### config.mk
export PLATFORM = sky130hd
export DESIGN_NAME = fadd_arbiter
export DESIGN_NICKNAME = d
export VERILOG_FILES = /design/src/rtl/fadd_arbiter.sv
export SDC_FILE = /design/constraint.sdc
export NUM_CORES = 1
export LEC_CHECK = 0
export ABC_AREA = 1
export BUFFER_PORTS_ARGS = -buffer_cell sky130_fd_sc_hd__buf_2
export CORE_MARGIN = 3
export CORE_UTILIZATION = 46
export CTS_CLUSTER_SIZE = 12
export DETAILED_ROUTE_END_ITERATION = 8
export PLACE_DENSITY = 0.83
export RECOVER_POWER = 100
export SLEW_MARGIN = 20
export SYNTH_ARGS = -nofsm -noshare
export SYNTH_HDL_FRONTEND = slang
export SYNTH_SLANG_ARGS = --single-unit
### constraint.sdc
create_clock -name clk -period 1.6 [get_ports clk]
set_input_delay 0.24 -clock clk [delete_from_list [all_inputs] [get_ports clk]]
set_output_delay 0.24 -clock clk [all_outputs]
set_load 0.005 [all_outputs]
### src/rtl/fadd_arbiter.sv
// Round-robin arbiter and sequencer sharing one floatadd unit between two requesters.
// Each operation clears the adder, runs it for WAIT_CYC cycles, then returns the sum to the issuing port.
module fadd_arbiter #(
    parameter int WAIT_CYC = 64
) (
    input  logic        clk,
    input  logic        rst,
    input  logic        req0_valid,
    output logic        req0_ready,
    input  logic [31:0] req0_x,
    input  logic [31:0] req0_y,
    input  logic        req0_sub,
    output logic        resp0_valid,
    output logic [31:0] resp0_z,
    output logic [1:0]  resp0_ovf,
    input  logic        req1_valid,
    output logic        req1_ready,
    input  logic [31:0] req1_x,
    input  logic [31:0] req1_y,
    input  logic        req1_sub,
    output logic        resp1_valid,
    output logic [31:0] resp1_z,
    output logic [1:0]  resp1_ovf,
    output logic        fa_rst,
    output logic [1:0]  fa_enable,
    output logic [31:0] fa_x,
    output logic [31:0] fa_y,
    input  logic [31:0] fa_z,
    input  logic [1:0]  fa_overflow,
    output logic        busy,
    output logic        grant_id
);

    typedef enum logic [1:0] {IDLE, CLR, RUN, CAP} state_t;

    localparam logic [7:0] LOAD_VAL = 8'(WAIT_CYC - 1);

    state_t      r_state;
    logic [7:0]  r_count;
    logic        r_opSub;
    logic        r_lastGrant;
    logic        r_grantId;
    logic        r_faRst;
    logic [1:0]  r_faEnable;
    logic [31:0] r_faX;
    logic [31:0] r_faY;
    logic        r_resp0Valid;
    logic [31:0] r_resp0Z;
    logic [1:0]  r_resp0Ovf;
    logic        r_resp1Valid;
    logic [31:0] r_resp1Z;
    logic [1:0]  r_resp1Ovf;

    logic w_accept;
    logic w_pick1;

    // Port 1 wins when it is the only requester, or on a tie when port 0 went last.
    always_comb begin
        w_pick1  = req1_valid && (!req0_valid || !r_lastGrant);
        w_accept = (r_state == IDLE) && (req0_valid || req1_valid);
    end

    assign req0_ready  = w_accept && !w_pick1;
    assign req1_ready  = w_accept && w_pick1;
    assign busy        = (r_state != IDLE);
    assign grant_id    = r_grantId;
    assign fa_rst      = r_faRst;
    assign fa_enable   = r_faEnable;
    assign fa_x        = r_faX;
    assign fa_y        = r_faY;
    assign resp0_valid = r_resp0Valid;
    assign resp0_z     = r_resp0Z;
    assign resp0_ovf   = r_resp0Ovf;
    assign resp1_valid = r_resp1Valid;
    assign resp1_z     = r_resp1Z;
    assign resp1_ovf   = r_resp1Ovf;

    always_ff @(posedge clk or negedge rst) begin
        if (!rst) begin
            r_state      <= IDLE;
            r_count      <= 8'd0;
            r_opSub      <= 1'b0;
            r_lastGrant  <= 1'b1;
            r_grantId    <= 1'b0;
            r_faRst      <= 1'b0;
            r_faEnable   <= 2'b00;
            r_faX        <= 32'd0;
            r_faY        <= 32'd0;
            r_resp0Valid <= 1'b0;
            r_resp0Z     <= 32'd0;
            r_resp0Ovf   <= 2'b00;
            r_resp1Valid <= 1'b0;
            r_resp1Z     <= 32'd0;
            r_resp1Ovf   <= 2'b00;
        end else begin
            r_resp0Valid <= 1'b0;
            r_resp1Valid <= 1'b0;
            case (r_state)
                IDLE: begin
                    r_faRst    <= 1'b1;
                    r_faEnable <= 2'b00;
                    if (w_accept) begin
                        r_faX       <= w_pick1 ? req1_x : req0_x;
                        r_faY       <= w_pick1 ? req1_y : req0_y;
                        r_opSub     <= w_pick1 ? req1_sub : req0_sub;
                        r_grantId   <= w_pick1;
                        r_lastGrant <= w_pick1;
                        r_faRst     <= 1'b0;
                        r_state     <= CLR;
                    end
                end
                // The adder sits in reset for this cycle so repeated operands still recompute.
                CLR: begin
                    r_count    <= LOAD_VAL;
                    r_faRst    <= 1'b1;
                    r_faEnable <= r_opSub ? 2'b10 : 2'b01;
                    r_state    <= RUN;
                end
                RUN: begin
                    if (r_count == 8'd0) begin
                        r_faEnable <= 2'b00;
                        r_state    <= CAP;
                    end else begin
                        r_count <= r_count - 8'd1;
                    end
                end
                CAP: begin
                    if (r_grantId) begin
                        r_resp1Z     <= fa_z;
                        r_resp1Ovf   <= fa_overflow;
                        r_resp1Valid <= 1'b1;
                    end else begin
                        r_resp0Z     <= fa_z;
                        r_resp0Ovf   <= fa_overflow;
                        r_resp0Valid <= 1'b1;
                    end
                    r_state <= IDLE;
                end
                default: r_state <= IDLE;
            endcase
        end
    end

endmodule
Yosys cells after proc, flatten, opt, wreduce, memory -nomap -nowiden:

Index checks and enable logic that the tools add are counted.

* bits in registers: 150
* bits in latches: 0
* bits in writable memories: 0
* memory bits (read-only): 0
* bits of input ports: 168
* output and inout port bits: 141
* logic and storage cells: 61
* memories kept: 0

* add/subtract/negate cells: 1
* multipliers: 0
* divide/modulo/power cells: 0
* magnitude comparators: 0
* eq/ne operators: 6
* shift operators: 0
* multiplexer cells: 17
* bitwise logic cells: 1
* reductions and logical operators: 21

Operators with widths (number)
* $mux W32: 2
* $pmux W8 S2: 1
* $reduce_and A2 Y1: 6
* $logic_not A8 Y1: 1
* $mux W2: 4
* $mux W8: 1
* $pmux W2 S4: 1
* $sub A8 B1 Y8 const B: 1
* $mux W1: 6
* $ne A2 B2 Y1 const B: 3
* $pmux W2 S3: 1
* $reduce_bool A2 Y1: 3
* $eq A2 B2 Y1 const B: 2
* $logic_and A1 B1 Y1: 4
* $logic_not A1 Y1: 3
* $reduce_bool A3 Y1: 1
* $eq A2 B1 Y1 const B: 1
* $logic_not A2 Y1: 1
* $logic_or A1 B1 Y1: 2
* $pmux W1 S2: 1
* $not A1 Y1: 1

Depth between registers and ports, before layout:

Gate-level depths: netlist of the first run.

* depth in word-level cells: 5
* mapped depth: 9
* mapped depth without buffers: 9

Least setup slack after synthesis of the first run:

No wires, ideal clock.

* path kind: register to register
* from: reg r_state[0]
* to: reg r_faX[21] (netlist: fa_x[21])
* setup time: 0.069 ns
* data arrival time: 1.373 ns
* required time: 1.531 ns
* slack: 0.158 ns
* stages on the path, launching flop included: 9
* path buffers: 2
* period minus slack after synthesis: 1.442 ns
* cells stage by stage: dfrtp_1 > inv_1 > ha_1 > inv_1 > nor2_2 > buf_4 > buf_2 > nand2_1 > nand3_1

* cells in the longest elaborated chain, start to end: 3

Ends and longest elaborated chain
* start: declaration: RTL line 38 `state_t r_state;`
* start signal: assignment: RTL line 80 `r_state <= IDLE;`
* start signal: assignment: RTL line 109 `r_state <= CLR;`
* start signal: assignment: RTL line 117 `r_state <= RUN;`
* $logic_not A2 Y1 *: RTL line 60, 98
* $logic_and A1 B1 Y1: RTL line 60 `w_accept = (r_state == IDLE) && (req0_valid || req1_valid);`
* $reduce_and A2 Y1 (no source line) *
* end signal: assignment: RTL line 103 `r_faX <= w_pick1 ? req1_x : req0_x;`
* end: declaration: RTL line 45 `logic [31:0] r_faX;`

Every way passes the cells marked *; elsewhere a longest branch is shown, timed or not.
A chain may end at the register's enable or synchronous reset.

Final worst setup path of the first run:

* from: reg r_state[0]
* to: out req0_ready

* cells in the longest elaborated chain, start to end: 3

Ends and longest elaborated chain
* $logic_not A2 Y1: RTL line 60
* $logic_and A1 B1 Y1: RTL line 60
* $logic_and A1 B1 Y1: RTL line 63 `assign req0_ready = w_accept && !w_pick1;`
* end: declaration: RTL line 9 `output logic req0_ready,`

No other way between the ends.

==> impl_metrics.prom, run 1 <==
# TYPE chip_impl_metric gauge
chip_impl_metric{name="drt_pre_antenna_iters",unit=""} 5
chip_impl_metric{name="cts_inserted_buffers",unit=""} 17
chip_impl_metric{name="final_net_count",unit=""} 1217
chip_impl_metric{name="postSynthAreaPerCell",unit="um^2"} 8.65
chip_impl_metric{name="wire_length_of_the_first_global_routing_pass",unit="um"} 28400
chip_impl_metric{name="power.share.sequential",unit="%"} 37.8
chip_impl_metric{name="synth.yosys.warnings",unit=""} 0
chip_impl_metric{name="power_frac_comb",unit="%"} 37.7
chip_impl_metric{name="die_width",unit="um"} 122
chip_impl_metric{name="drt_via_density",unit=""} 4.98
chip_impl_metric{name="totalPowerFinal",unit="mW"} 18.0
chip_impl_metric{name="syn-cell-area",unit="um^2"} 6220
chip_impl_metric{name="worst_ep_arrival_time",unit="ns"} 1.47
chip_impl_metric{name="hpwl",unit="um"} 14000
chip_impl_metric{name="gp_routability_congestion",unit=""} 0.832
chip_impl_metric{name="routed_metal_1_wire_length",unit="um"} 7520
chip_impl_metric{name="core.rowCount",unit=""} 41
chip_impl_metric{name="timing.final.setup_violations",unit=""} 3
chip_impl_metric{name="cell_internal_pwr",unit="mW"} 11.5
chip_impl_info{name="outcome",value="finished, violations left"} 1
chip_impl_metric{name="clkSlewWorstSetupHoldPaths",unit="ns"} 0.06
chip_impl_info{name="worst_hold_path_type",value="input port to flop"} 1
chip_impl_metric{name="number_of_unique_standard_cell_types_used_by_synthesis",unit=""} 22
chip_impl_metric{name="max_clock_freq",unit="GHz"} 0.586
chip_impl_metric{name="cts_sinks",unit=""} 150
chip_impl_metric{name="layout-drive-gt1-share",unit="%"} 28.2
chip_impl_metric{name="timing.final.ws_setup",unit="ns"} -0.106
chip_impl_info{name="rsz0062_at_grt",value="true"} 1
chip_impl_metric{name="timing.clock.skew",unit="ns"} 0.00691
chip_impl_metric{name="timing_max_transition_violations_final",unit=""} 0
chip_impl_metric{name="core_area",unit="um^2"} 12900
chip_impl_metric{name="met2_length",unit="um"} 9380
chip_impl_metric{name="mappedNetlistNets",unit=""} 894
chip_impl_metric{name="htree_levels",unit=""} 4
chip_impl_metric{name="overall_die_height",unit="um"} 122
chip_impl_metric{name="finalCritPeriodShare",unit="%"} 107
chip_impl_metric{name="detailedRoute.firstIterationViolations",unit=""} 456
chip_impl_metric{name="number_of_global_route_vias_before_repair",unit=""} 5772
chip_impl_metric{name="maximum_number_of_buffers_from_clock_root_to_sink",unit=""} 2
chip_impl_metric{name="num-fill-cells",unit=""} 1045
chip_impl_metric{name="num_vias",unit=""} 6125
chip_impl_metric{name="tns",unit="ns"} -0.238
chip_impl_info{name="worstSetupPathType",value="flop to output port"} 1
chip_impl_info{name="violations_in_the_final_reports",value="negative setup slack"} 1
chip_impl_info{name="cts_tree",value="built"} 1
chip_impl_metric{name="max-cap-violations",unit=""} 0
chip_impl_metric{name="synth_sequential_area_ratio",unit="%"} 60.3
chip_impl_metric{name="place_inst",unit=""} 1187
chip_impl_metric{name="drc",unit=""} 0
chip_impl_info{name="synth.area.top_cells",value="dfrtp_1, nand2_1, o21ai_0"} 1
chip_impl_metric{name="crit_path_max_fanout",unit=""} 3
chip_impl_metric{name="flip_flop_and_latch_count_after_synthesis",unit=""} 150
chip_impl_info{name="critical_path.endpoint_type",value="output port"} 1
chip_impl_metric{name="grt_max_degree",unit=""} 70
chip_impl_metric{name="whs",unit="ns"} 0.0239
chip_impl_metric{name="floorplan_die_area",unit="um^2"} 15000
chip_impl_metric{name="net-switching-power",unit="mW"} 6.49
chip_impl_metric{name="final_hold_viol_count",unit=""} 0
chip_impl_metric{name="power.clock.fraction",unit="%"} 24.4
chip_impl_metric{name="timing.slew.headroom",unit="%"} 26.6
chip_impl_metric{name="worst_ep_required_time",unit="ns"} 1.36
chip_impl_info{name="clk_root_buffer_cell",value="clkbuf_16"} 1
chip_impl_metric{name="fin_cells",unit=""} 1231
chip_impl_metric{name="drtAntennaViolNets",unit=""} 0
chip_impl_metric{name="final_area",unit="um^2"} 8790
chip_impl_metric{name="grt_util_all_layers",unit="%"} 24.6
chip_impl_info{name="yosysTopAreaCell",value="dfrtp_1"} 1
chip_impl_metric{name="timing_worst_slew_pin_value",unit="ns"} 1.10
chip_impl_metric{name="power_per_cell_area",unit="nW/um^2"} 2040
chip_impl_metric{name="synth_cells",unit=""} 720
chip_impl_metric{name="detail_route.wl_per_cell",unit="um"} 15.7
chip_impl_metric{name="start_util",unit="%"} 48.2
chip_impl_info{name="critPathLaunchType",value="flop"} 1
chip_impl_info{name="route.top_layer_used",value="met4"} 1
chip_impl_metric{name="initial_antenna_violation_count",unit=""} 2
chip_impl_metric{name="grt-ovfl-total",unit=""} 0
chip_impl_metric{name="postPlaceCellArea",unit="um^2"} 8160
chip_impl_metric{name="power.static_leakage",unit="nW"} 4.65
chip_impl_metric{name="power.share.switching",unit="%"} 36.1
chip_impl_metric{name="synth_top_area_share",unit="%"} 59.9
chip_impl_metric{name="final.min_clock_period",unit="ns"} 1.71
chip_impl_metric{name="clk_latency",unit="ns"} 0.42
chip_impl_metric{name="ios",unit=""} 309
chip_impl_metric{name="routed-wl-met3",unit="um"} 1870
chip_impl_metric{name="finalWirelength",unit="um"} 19300
chip_impl_metric{name="layout-area-overhead-vs-synth",unit="%"} 41.1
chip_impl_metric{name="io_buffer_count",unit=""} 308
chip_impl_metric{name="peakVddDrop",unit="mV"} 0.875
-- cells in the mapped netlist --
cell type and number:
dfrtp_1 149, nand3_1 73, o21ai_2 1, ha_1 6
o21bai_1 1, o21ai_0 77, buf_4 6, a21oi_1 2
nor2_1 10, buf_2 16, nand2_2 1, o21ai_1 1
clkbuf_1 14, nor2_2 1, nand2_1 301, o211ai_1 1
xor2_1 2, inv_1 52, dfstp_2 1, nor3_1 1
buf_6 1, nand4_1 3
-- per-layer routing --
metal / GRT usage (%) / vias to the layer above
li1: - / 2914
met1: 30.5 / 2838
met2: 40.3 / 338
met3: 7.88 / 35
met4: 9.59 / 0
met5: 0 / -
-- path summary, 6_finish.rpt --
kind                       slack [ns]                    from  cells past startpoint                       end
max                             -0.11  r_state[0]$_DFFE_PN0P_                      6                req0_ready
max in group asynchronous        0.15                     rst                      3   r_lastGrant$_DFFE_PN1P_
max reg2reg                      0.02  r_state[1]$_DFFE_PN0P_                      7   resp1_z[14]$_DFFE_PN0P_
min in group asynchronous        0.59                     rst                      2   resp0_z[28]$_DFFE_PN0P_
min reg2reg                      0.47     r_opSub$_DFFE_PN0P_                      1  fa_enable[0]$_DFFE_PN0P_
min                              0.02              req0_y[27]                      3      fa_y[27]$_DFFE_PN0P_
-- cells in the final DEF (no fill, tap or decap), types with 2 or more instances in the layout --
cell,instances
clkbuf_16,18
nand2_2,5
buf_4,17
nand4_1,3
clkbuf_1,90
clkinvlp_4,3
dfrtp_1,149
xor2_1,2
clkbuf_8,2
nand3_1,73
ha_1,3
diode_2,3
buf_6,9
nand2_1,296
ha_2,2
inv_1,50
nor2_1,9
inv_2,2
bufinv_16,5
buf_2,218
o21ai_0,76
buf_12,6
o21ai_1,2
-- flip-flops by register name (all words and copies together), names as in the netlist --
register	cells
resp1_ovf	2
r_opSub	1
fa_enable	2
resp1_z	32
fa_y	32
r_lastGrant	1
r_count	8
fa_rst	1
resp0_valid	1
fa_x	32
resp1_valid	1
resp0_z	32
resp0_ovf	2
grant_id	1
r_state	2
-- metrics by stage --
| step | utilization (%) | setup WS, ns |
|---|---|---|
| 2_1_floorplan | - | 0.158 |
| 3_3_place_gp | 63.1 | 0.0136 |
| 3_5_place_dp | 63.1 | -0.0817 |
| 4_1_cts | 68.8 | -0.124 |
| 5_1_grt | 67.9 | -0.175 |
| 6_report | 68.0 | -0.106 |
-- worst max-delay path: stages, from the launching register on --
cell and delay, ns:
dfrtp_1 0.39, inv_2 0.09, ha_4 0.15, o21ai_4 0.07
a21oi_4 0.14, buf_6 0.12, buf_6 0.08
-- layout make-up --
class | instances | area [um^2] | area share (%)
sequential | 150 | 3750 | 42.7
multi-input combinational | 481 | 2150 | 24.4
timing repair buffer | 341 | 1810 | 20.6
clock buffer | 21 | 460 | 5.24
tap | 172 | 215 | 2.45
clock inverter | 11 | 195 | 2.22
inverter | 52 | 195 | 2.22
antenna | 3 | 7.51 | 0.0854
-- power groups by stage --
stage / Sequential [mW] / Combinational, mW / Clock (mW)
5_1_grt: 7.00 / 7.63 / 4.62
6_report: 6.80 / 6.78 / 4.38
3_5_place_dp: 6.71 / 6.84 / 0
4_1_cts: 6.73 / 6.98 / 4.45
2_1_floorplan: 6.83 / 3.29 / 0
3_3_place_gp: 6.73 / 6.50 / 0
-- repair_timing --
item,in CTS,in global routing
setup buffers,5,2
endpoints found under the setup margin,71,84
pin swaps,5,2
endpoints found under the hold margin,37,0
cloned,0,1
gates resized for setup,9,8
hold buffers,1,0
-- logic make-up (layout without fill, tap and decap cells) --
group / after synthesis / count (layout) / synth area share [%]
XOR/XNOR: 2 / 2 / 0.281
AND/OR/NAND/NOR: 390 / 390 / 25.2
flip-flops: 150 / 150 / 60.3
buffers and inverters: 89 / 425 / 6.17
other: 0 / 3 / 0
AO/OA/AOI/OAI: 83 / 83 / 6.81
adder cells (fa/ha/maj): 6 / 6 / 1.21
Note: power is estimated with default switching activity, not from simulation.
==> run 2: changes to the inputs <==
- SETUP_SLACK_MARGIN: not set -> 0.2
==> run 2 against run 1 <==
The flow still finishes with violations (negative setup slack). Via count increased by 9.7%. Hold slack improved by 0.0018 ns. Design area increased by 14%. Die area unchanged. Combinational power increased by 43%. Power increased by 14%. Flip-flop and latch count unchanged. Utilization increased by 9.7 points. Sequential power increased by 3%. First-iteration DRC count increased by 16%. Clock power decreased by 13%. Critical endpoint is now req1_ready.
==> impl_metrics.prom, run 2 (synthesis gave the netlist of run 1 again) <==
# TYPE chip_impl_metric gauge
chip_impl_metric{name="io_buffer_count",unit=""} 308
chip_impl_metric{name="crit_path_max_fanout",unit=""} 3
chip_impl_metric{name="final.min_clock_period",unit="ns"} 1.73
chip_impl_metric{name="cts_sinks",unit=""} 150
chip_impl_metric{name="clkSlewWorstSetupHoldPaths",unit="ns"} 0.07
chip_impl_info{name="outcome",value="finished, violations left"} 1
chip_impl_info{name="violations_in_the_final_reports",value="negative setup slack"} 1
chip_impl_metric{name="timing_worst_slew_pin_value",unit="ns"} 0.855
chip_impl_metric{name="die_width",unit="um"} 122
chip_impl_info{name="clk_root_buffer_cell",value="clkbuf_16"} 1
chip_impl_metric{name="reg2reg_depth",unit=""} 11
chip_impl_metric{name="timing.clock.skew",unit="ns"} 0.0165
chip_impl_metric{name="overall_die_height",unit="um"} 122
chip_impl_metric{name="gp_routability_congestion",unit=""} 0.880
chip_impl_metric{name="floorplan_die_area",unit="um^2"} 15000
chip_impl_metric{name="num_vias",unit=""} 6720
chip_impl_metric{name="start_util",unit="%"} 48.2
chip_impl_metric{name="maximum_number_of_buffers_from_clock_root_to_sink",unit=""} 2
chip_impl_metric{name="finalWirelength",unit="um"} 25000
chip_impl_metric{name="peakVddDrop",unit="mV"} 0.955
chip_impl_info{name="crit_start",value="r_state[1]$_DFFE_PN0P_"} 1
chip_impl_metric{name="cts_inserted_buffers",unit=""} 17
chip_impl_metric{name="core.rowCount",unit=""} 41
chip_impl_metric{name="drc",unit=""} 0
chip_impl_metric{name="max-cap-violations",unit=""} 0
chip_impl_metric{name="timing.final.setup_violations",unit=""} 25
chip_impl_metric{name="drt_via_density",unit=""} 5.31
chip_impl_metric{name="worst_ep_arrival_time",unit="ns"} 1.49
chip_impl_metric{name="detailedRoute.firstIterationViolations",unit=""} 529
chip_impl_metric{name="number_of_global_route_vias_before_repair",unit=""} 6104
chip_impl_info{name="critical_path.endpoint_type",value="output port"} 1
chip_impl_metric{name="layout-drive-gt1-share",unit="%"} 40.7
chip_impl_info{name="regToRegEndpoint",value="fa_x[25]$_DFFE_PN0P_"} 1
chip_impl_metric{name="detail_route.wl_per_cell",unit="um"} 19.7
chip_impl_info{name="layout.cells.most_common_list",value="nand2_1, buf_2, dfrtp_1, clkbuf_1"} 1
chip_impl_metric{name="timing_max_transition_violations_final",unit=""} 0
chip_impl_metric{name="power_per_cell_area",unit="nW/um^2"} 2040
chip_impl_info{name="critPathLaunchType",value="flop"} 1
chip_impl_metric{name="grt-ovfl-total",unit=""} 0
chip_impl_metric{name="power.static_leakage",unit="nW"} 5.35
chip_impl_metric{name="initial_antenna_violation_count",unit=""} 2
chip_impl_metric{name="worst_ep_required_time",unit="ns"} 1.36
chip_impl_info{name="min_delay_worst_endpoint",value="fa_y[10]$_DFFE_PN0P_"} 1
chip_impl_info{name="layout.cells.most_common",value="nand2_1"} 1
chip_impl_info{name="reg2reg_from",value="r_state[1]$_DFFE_PN0P_"} 1
chip_impl_metric{name="timing.slew.headroom",unit="%"} 43.0
chip_impl_metric{name="core_area",unit="um^2"} 12900
chip_impl_metric{name="grt_max_degree",unit=""} 70
chip_impl_metric{name="tns",unit="ns"} -0.620
chip_impl_metric{name="max_clock_freq",unit="GHz"} 0.577
chip_impl_metric{name="finalCritPeriodShare",unit="%"} 108
chip_impl_metric{name="htree_levels",unit=""} 4
chip_impl_metric{name="drtAntennaViolNets",unit=""} 0
chip_impl_metric{name="timing.final.ws_setup",unit="ns"} -0.133
chip_impl_info{name="cts_tree",value="built"} 1
chip_impl_info{name="worstSetupPathType",value="flop to output port"} 1
chip_impl_metric{name="min_path_cells",unit=""} 3
chip_impl_metric{name="wire_length_of_the_first_global_routing_pass",unit="um"} 30600
chip_impl_metric{name="ios",unit=""} 309
chip_impl_metric{name="hpwl",unit="um"} 13600
chip_impl_metric{name="final_net_count",unit=""} 1252
chip_impl_metric{name="final_hold_viol_count",unit=""} 0
chip_impl_info{name="rsz0062_at_grt",value="true"} 1
chip_impl_metric{name="reg2reg_setup_slack",unit="ns"} -0.07
chip_impl_info{name="worst_hold_path_type",value="input port to flop"} 1
chip_impl_metric{name="drt_pre_antenna_iters",unit=""} 5
chip_impl_metric{name="place_ws",unit="ns"} -0.0122
chip_impl_info{name="hold_start",value="req0_y[10]"} 1
chip_impl_metric{name="layout-area-overhead-vs-synth",unit="%"} 61.3
chip_impl_metric{name="grt_util_all_layers",unit="%"} 26.6
chip_impl_metric{name="clk_latency",unit="ns"} 0.41
[run 2: cell types whose count changed in the layout (fill, tap and decap cells not counted), sizes merged, moves of 2 or more]
cell    previous run  this run
clkinv             2         5
bufinv             5         0
buf              250       271
clkbuf           111       120
nand2            302       304
inv               53        57
[run 2: worst max-delay path by stage]
| stage | to | slack, ns | cells past startpoint |
|---|---|---|---|
| 6_report | req1_ready | -0.13 | 7 |
| 5_1_grt | req0_ready | -0.19 | 6 |
| 4_1_cts | req0_ready | -0.16 | 6 |
| 3_5_place_dp | fa_x[24]$_DFFE_PN0P_ | -0.01 | 7 |
| 3_3_place_gp | r_count[4]$_DFFE_PN0P_ | 0.06 | 9 |
| 2_1_floorplan | fa_x[11]$_DFFE_PN0P_ | 0.20 | 7 |
[run 2: repair_timing]
action | 4_1_cts | 5_1_grt
pin swaps | 9 | 18
resized for setup | 92 | 161
setup endpoints to repair | 77 | 143
hold buffers | 1 | 0
gates cloned | 7 | 21
hold endpoints to repair | 29 | 0
buffers inserted | 19 | 5
[run 2: stage by stage]
step / cells / cell area [um^2] / hold slack, ns / util [%] / power, mW
4_1_cts: 1237 / 9280 / 0.0133 / 71.8 / 18.5
2_1_floorplan: 720 / 6240 / -0.0556 / - / 10.2
3_3_place_gp: 1178 / 8070 / 0.150 / 62.4 / 13.2
5_1_grt: 1265 / 10000 / 0.0285 / 77.7 / 21.7
3_5_place_dp: 1178 / 8070 / 0.150 / 62.4 / 13.5
6_report: 1266 / 10000 / 0.0258 / 77.7 / 20.5
[run 2: layout make-up]
| class | instances | area [um^2] |
|---|---|---|
| Clock inverter | 14 | 118 |
| Sequential cell | 150 | 3760 |
| Timing Repair Buffer | 374 | 2510 |
| Antenna cell | 3 | 7.51 |
| Clock buffer | 18 | 439 |
| Multi-Input combinational cell | 483 | 2790 |
| Tap cell | 172 | 215 |
| Inverter | 52 | 206 |
| Fill cell | 856 | 2880 |
[run 2: critical path, cell delays in order, from the launching register on]
cell,delay (ns)
dfrtp_1,0.40
inv_2,0.09
ha_4,0.16
buf_6,0.10
inv_4,0.03
nor2_4,0.10
buf_12,0.12
buf_6,0.08
[run 2: where the power goes]
| part | internal (mW) | total (mW) | switching [mW] |
|---|---|---|---|
| Sequential | 5.70 | 6.97 | 1.27 |
| Clock | 2.07 | 3.79 | 1.72 |
| Combinational | 4.42 | 9.70 | 5.28 |
[run 2: metal layers]
layer / vias up / wire length, um / track usage [%]
met3: 88 / 2290 / 7.97
met5: - / 0 / 0
met4: 0 / 1060 / 10.7
met2: 438 / 12800 / 45.6
met1: 3195 / 8760 / 31.3
li1: 2999 / - / -
